### src/rtl/mem_access_ctrl.sv
// rtl/mem_access_ctrl.sv - MEM-stage load/store initiator for a word-addressed data memory
// Sub-word stores become a read-modify-write that holds the pipeline for one cycle.
module mem_access_ctrl #(
    parameter int ADDR_W     = 5,
    parameter bit BIG_ENDIAN = 1'b1
) (
    input  logic              clk,
    input  logic              rst,
    input  logic              req_valid,
    input  logic              req_read,
    input  logic              req_write,
    input  logic [1:0]        req_size,
    input  logic              req_unsigned,
    input  logic [31:0]       req_addr,
    input  logic [31:0]       req_wdata,
    output logic              stall,
    output logic              resp_valid,
    output logic [31:0]       resp_rdata,
    output logic              misalign_err,
    output logic [ADDR_W-1:0] mem_addr,
    output logic              mem_read,
    output logic              mem_write,
    output logic [31:0]       mem_wdata,
    input  logic [31:0]       mem_rdata
);

    localparam logic [0:0] S_IDLE   = 1'b0;
    localparam logic [0:0] S_RMW_WR = 1'b1;

    logic [0:0]        state;
    logic [31:0]       merge;
    logic [ADDR_W-1:0] hold_addr;

    logic        is_load;
    logic        is_store;
    logic        is_half;
    logic        is_word;
    logic        misaligned;
    logic        sub_store;
    logic [4:0]  byte_sh;
    logic [4:0]  half_sh;
    logic [7:0]  rd_byte;
    logic [15:0] rd_half;
    logic [31:0] load_data;
    logic [31:0] merge_next;
    logic        unused_addr_bits;

    assign unused_addr_bits = &{1'b0, req_addr[31:ADDR_W+2]};

    // A simultaneous read+write request is decoded as a load.
    always_comb begin
        is_load    = req_valid & req_read;
        is_store   = req_valid & req_write & ~req_read;
        is_half    = (req_size == 2'b01);
        is_word    = req_size[1];
        misaligned = (is_half & req_addr[0]) | (is_word & (req_addr[1:0] != 2'b00));
        sub_store  = is_store & ~is_word & ~misaligned;
    end

    // Lane position in bits; big-endian puts byte offset 0 in bits 31:24.
    always_comb begin
        byte_sh = {(BIG_ENDIAN ? ~req_addr[1:0] : req_addr[1:0]), 3'b000};
        half_sh = {(BIG_ENDIAN ? ~req_addr[1]   : req_addr[1]),   4'b0000};
        rd_byte = mem_rdata[byte_sh +: 8];
        rd_half = mem_rdata[half_sh +: 16];
    end

    always_comb begin
        case (req_size)
            2'b00:   load_data = req_unsigned ? {24'h0, rd_byte} : {{24{rd_byte[7]}}, rd_byte};
            2'b01:   load_data = req_unsigned ? {16'h0, rd_half} : {{16{rd_half[15]}}, rd_half};
            default: load_data = mem_rdata;
        endcase
        if (is_half)
            merge_next = (mem_rdata & ~(32'h0000_FFFF << half_sh)) | ({16'h0, req_wdata[15:0]} << half_sh);
        else
            merge_next = (mem_rdata & ~(32'h0000_00FF << byte_sh)) | ({24'h0, req_wdata[7:0]} << byte_sh);
    end

    always_comb begin
        mem_read  = 1'b0;
        mem_write = 1'b0;
        stall     = 1'b0;
        mem_addr  = req_addr[ADDR_W+1:2];
        mem_wdata = req_wdata;
        if (state == S_RMW_WR) begin
            mem_addr  = hold_addr;
            mem_wdata = merge;
        end
        if (!rst) begin
            if (state == S_RMW_WR) begin
                mem_write = 1'b1;
            end else if (!misaligned) begin
                if (is_load) begin
                    mem_read = 1'b1;
                end else if (is_store) begin
                    if (is_word) begin
                        mem_write = 1'b1;
                    end else begin
                        mem_read = 1'b1;
                        stall    = 1'b1;
                    end
                end
            end
        end
    end

    always_ff @(posedge clk) begin
        if (rst) begin
            state        <= S_IDLE;
            resp_valid   <= 1'b0;
            resp_rdata   <= 32'h0;
            misalign_err <= 1'b0;
            merge        <= 32'h0;
            hold_addr    <= '0;
        end else begin
            resp_valid   <= 1'b0;
            misalign_err <= 1'b0;
            if (state == S_RMW_WR) begin
                state      <= S_IDLE;
                resp_valid <= 1'b1;
                resp_rdata <= 32'h0;
            end else if (is_load || is_store) begin
                if (misaligned) begin
                    resp_valid   <= 1'b1;
                    misalign_err <= 1'b1;
                    resp_rdata   <= 32'h0;
                end else if (is_load) begin
                    resp_valid <= 1'b1;
                    resp_rdata <= load_data;
                end else if (sub_store) begin
                    merge     <= merge_next;
                    hold_addr <= req_addr[ADDR_W+1:2];
                    state     <= S_RMW_WR;
                end else begin
                    resp_valid <= 1'b1;
                    resp_rdata <= 32'h0;
                end
            end
        end
    end

endmodule

### config.mk
export PLATFORM = sky130hd
export DESIGN_NAME = mem_access_ctrl
export DESIGN_NICKNAME = d
export VERILOG_FILES = /design/src/rtl/mem_access_ctrl.sv
export SDC_FILE = /design/constraint.sdc
export NUM_CORES = 1
export LEC_CHECK = 0
export ABC_CLOCK_PERIOD_IN_PS = 2400
export CORE_ASPECT_RATIO = 0.7
export CORE_MARGIN = 2
export CORE_UTILIZATION = 38
export CTS_CLUSTER_SIZE = 14
export DETAILED_ROUTE_END_ITERATION = 12
export GPL_ROUTABILITY_DRIVEN = 0
export GPL_TIMING_DRIVEN = 0
export HOLD_SLACK_MARGIN = 0.05
export PLACE_DENSITY = 0.77
export SLEW_MARGIN = 20
export SYNTH_ARGS = -nofsm -noshare
export SYNTH_HDL_FRONTEND = slang
export SYNTH_SLANG_ARGS = --single-unit
### constraint.sdc
create_clock -name clk -period 2.4 [get_ports clk]
set_input_delay 0.72 -clock clk [delete_from_list [all_inputs] [get_ports clk]]
set_output_delay 0.72 -clock clk [all_outputs]
set_load 0.01 [all_outputs]
Word level (Yosys, flattened, before mapping)

Index checks and enable logic that the tools add are counted.
W data, S select, Z words.

Logic and storage cells: 76
Output and inout port bits: 74
Register bits after elaboration: 72
Bits of input ports: 104

Reduce and logical (&&, ||, !) cells: 8
Shifts and indexed selects: 6
Eq/ne operators: 2
Bitwise operators: 22
Multiplexer cells: 32

Operators by type and width:

| operator                | count |
|---|---|
| $mux W32                | 7 |
| $and A32 B32 Y32        | 2 |
| $not A32 Y32            | 2 |
| $or A32 B32 Y32         | 2 |
| $pmux W32 S2            | 1 |
| $shiftx A32 B6 Y16      | 1 |
| $shiftx A32 B6 Y8       | 1 |
| $shl A16 B5 Y32         | 1 |
| $shl A16 B5 Y32 const A | 1 |
| $shl A8 B5 Y32          | 1 |
| $shl A8 B5 Y32 const A  | 1 |
| $mux W1                 | 23 |
| $and A1 B1 Y1           | 7 |
| $not A1 Y1              | 7 |
| $mux W5                 | 1 |
| $reduce_and A5 Y1       | 1 |
| $reduce_or A5 Y1        | 1 |
| $ne A3 B3 Y1 const B    | 1 |
| $reduce_or A3 Y1        | 1 |
| $eq A2 B1 Y1 const B    | 1 |
| $logic_not A2 Y1        | 1 |
| $not A2 Y2              | 1 |
| $reduce_and A2 Y1       | 1 |
| $reduce_bool A2 Y1      | 1 |
| other kinds (3)         | 3 |

Depth between registers and ports, before layout

Depth after elaboration: 10
Depth in mapped cells: 6
Gate-level depth less buffers: 4

Least setup slack after synthesis

No wires, ideal clock.

Path type: input-to-output
Start point: input req_addr[1]
End point: output stall
Data required time: 1680 ps
Setup slack: -68 ps
Buffers on the path: 1
Arrival: 1748 ps
Stages on the path: 5
Path through: buf_2 > a21oi_2 > o211ai_1 > or3_1 > inv_1

Longest elaborated chain between the ends: 6

RTL lines:

| what               | line | text |
|---|---|---|
| from (decl)        | 14   | `input logic [31:0] req_addr,` |
| $reduce_bool A2 Y1 | 56   | `misaligned = (is_half & req_addr[0]) \| (is_word & (req_addr[1:0] != 2'b00));` |
| $and A1 B1 Y1      | 56   |  |
| $or A1 B1 Y1       | 56   |  |
| $mux W1            | 93   | `end else if (!misaligned) begin` |
| $mux W1            | 91   | `if (state == S_RMW_WR) begin` |
| $mux W1            | 90   | `if (!rst) begin` |
| to (decl)          | 16   | `output logic stall,` |

No other way between the ends.

Final worst setup path

Start point: input req_wdata[26]
End point: output mem_wdata[26]

Longest elaborated chain between the ends: 1

RTL lines:

| what        | line | text |
|---|---|---|
| from (decl) | 15   | `input logic [31:0] req_wdata,` |
| $mux W32    | 86   | `if (state == S_RMW_WR) begin` |
| to (decl)   | 23   | `output logic [31:0] mem_wdata,` |

No other way between the ends.

==> summary.txt <==
Async S/R FF share, synth - 0%
# port buffers - 150
Slew HR - 48.20%
CTS Sinks - 72
Worst setup startpoint - req_wdata[26]
Sw Ratio - 26.57%
Vias in the first global route - 4210
Lkg Pwr - 2.413 nW
Clk pwr share - 41.4%
Sw Pwr - 0.8656 mW
Remaining Overflow, GRT - 0
Pwr dens - 532.2 nW/um^2
Hold buffer count at CTS - 0
First-pass GRT wire length - 22900 um
CTS clock-pin slew for the worst setup and hold paths - 0.06 ns
DR top layer - met4
Setup violations, final - 0
Worst setup SP type - input pin
Yosys warning count - 0
Internal power - 2.393 mW
WL/cell - 20.67 um
Via count - 4173
Total CTS buffers - 9
Sum Neg Setup Slack - 0 ns
Final ANT Viol Nets - 0
Sequential fraction of the synthesis area - 35.59%
DRT met1 WL - 6467 um
Sequential cell area - 1445 um^2
Max-Cap Viols - 0
Final hold slack - 0.4490 ns
Rows - 31
CP Max Fanout - 1
Post-synth EDFFs - 0
WL met2 - 6482 um
Clock Tree Root - clkbuf_16
Crit Reg-Reg Startpoint - state$_SDFF_PP0_
Initial Utilization - 39.11%
Type of the tightest min-delay check - flop to flop
DIE AREA - 11510 um^2
Clock Skew - 0.005754 ns
DRC viols - 0
Filler instances - 909
DR iter-0 viols - 337
TritonCTS clock tree - yes
1st-pass router iterations - 7
Final slew viol count - 0
Core area - 10360 um^2
Area grow syn2layout - 51.16%
CP Class - input pin to primary output
Die Wd - 127.4 um
Hpwl dp - 11460 um
VDD IR max - 0.3540 mV
WP data required - 1.68 ns
Initial antenna violation count - 0
Hold Violations, Final - 0
Min-delay src - resp_rdata[7]$_SDFFE_PP0P_
Layout cells sized above 1 - 27.01%
Mean Syn Cell Area - 9.575 um^2
Tmin final - 2.387 ns
Post-Synthesis Net Count - 527
Number of antenna diodes - 0
Vias/cell - 5.732
Worst skew pair latency - 0.33 ns
Placement Setup Slack - -1.530 ns
Unique masters post-synth - 46
Ys flop type - dfxtp_1
Metal3 WL - 1934 um
Drt total wl - 15050 um
CTS Buffer Depth - 2
Largest net degree at the start of global routing - 20
Vert. Die Dim - 90.38 um
Tcrit/Tclk final - 99.45%
Comb power frac - 20.4%
Number of synthesized register bits - 72
Post-Syn Instances - 423
H-tree depth - 3
Synth Cell Area - 4050 um^2
CP Data Arrival Time - 1.67 ns
All-Layer GR Usage - 25.72%
Worst Tran Pin Value - 0.7770 ns
IO Count - 178
Cells after DPL - 705
Multi-input gate area - 2430 um^2
Outcome - completed
Non-filler cells, final - 728
Part of the power in registers - 38.3%
F_max - 419.0 MHz
Worst setup EP type - primary output
Final #Nets - 695
RSZ-0062 raised after global routing - no
PnR worst setup slack - 0.01325 ns
cell usage after synthesis, types with 8 or more instances:
library cell  number  area [um^2]
dfxtp_1           72         1441
nor3_1            10        50.05
a21o_1             8        60.06
mux2i_1           16        160.2
a221oi_1          16        140.1
o2bb2ai_1         23        201.4
inv_1             11        41.29
a211oi_2          22        275.3
buf_2             16        80.08
mux2_2            53        596.8
clkbuf_1           9        33.78
nor2_1            44        165.2
a21oi_1           31        155.2
nand2_1           22        82.58
metrics by stage:
stage	instance area (um^2)	util [%]	total power, mW
2_1_floorplan	4066	-	1.584
3_3_place_gp	5733	55.36	1.926
3_5_place_dp	5733	55.36	1.935
4_1_cts	6125	59.14	3.269
5_1_grt	6122	59.12	3.370
6_report	6122	59.12	3.258
routing by layer:
layer	GRT usage [%]	vias to the layer above
met5	0	-
met4	6.685	0
met3	9.953	18
met2	37.88	224
met1	35.19	2000
li1	-	1931
registers in the layout, summed over array words and instances (netlist names):
name          cells
merge            32
resp_rdata       32
hold_addr         5
misalign_err      1
resp_valid        1
state             1
power by group through the flow:
stage                     logic, mW  clock network, mW  registers, mW
after floorplan               0.307                  0           1.28
after global placement        0.654                  0           1.27
after detailed placement      0.662                  0           1.27
after CTS                     0.653               1.37           1.25
after global routing          0.706               1.41           1.25
final                         0.663               1.35           1.25
layout make-up:
type	instances	share of cell area, %
Buffer	32	4.190
Clock buffer	12	4.026
Clock inverter	4	0.8788
Inverter	12	0.7357
Multi-Input combinational cell	305	39.69
Sequential cell	72	23.61
Tap cell	132	2.698
Timing Repair Buffer	159	24.18
placed cells by master (no fill, tap or decap), types with 5 or more instances in the layout:
cell type	netlist	routed
a21oi_1	31	31
dfxtp_1	72	71
inv_1	11	9
nor3_1	10	10
clkbuf_1	9	6
clkbuf_2	0	6
a21o_1	8	8
buf_6	2	5
a222oi_1	7	7
clkdlybuf4s15_1	0	12
nor2b_1	7	7
clkdlybuf4s50_1	0	91
nand2_1	22	22
mux2_2	53	53
a211oi_2	22	22
nand2b_1	6	5
a221oi_1	16	16
clkbuf_16	0	9
o2bb2ai_1	23	23
buf_4	4	13
o21ai_0	5	5
buf_2	16	17
mux2i_1	16	16
dlygate4sd2_1	0	32
nor2_1	44	43
kinds of logic after synthesis:
family / count (synthesis) / synth area share (%)
AO/OA/AOI/OAI: 133 / 27.37
buffers and inverters: 46 / 5.499
AND/OR/NAND/NOR: 102 / 12.30
multiplexers: 70 / 19.25
flip-flops: 72 / 35.59
worst max-delay path: stages:
cell and delay [ns]:
clkdlybuf4s50_1 0.41, mux2_2 0.26, dlygate4sd2_1 0.28
path summary, 6_finish.rpt:
check        depth (start not counted)  slack [ns]                     endpoint
max                                  3        0.01                mem_wdata[26]
min reg2reg                          1        0.45   resp_rdata[7]$_SDFFE_PP0P_
min                                  1        0.45   resp_rdata[7]$_SDFFE_PP0P_
max reg2reg                          7        0.67  resp_rdata[27]$_SDFFE_PP0P_
timing repair:
| action | in CTS | in global routing |
|---|---|---|
| setup buffers | 8 | 1 |
| pin swaps | 6 | 3 |
| gates resized for setup | 121 | 29 |
| setup endpoints to repair | 87 | 18 |
(Power assumes the default switching activity.)
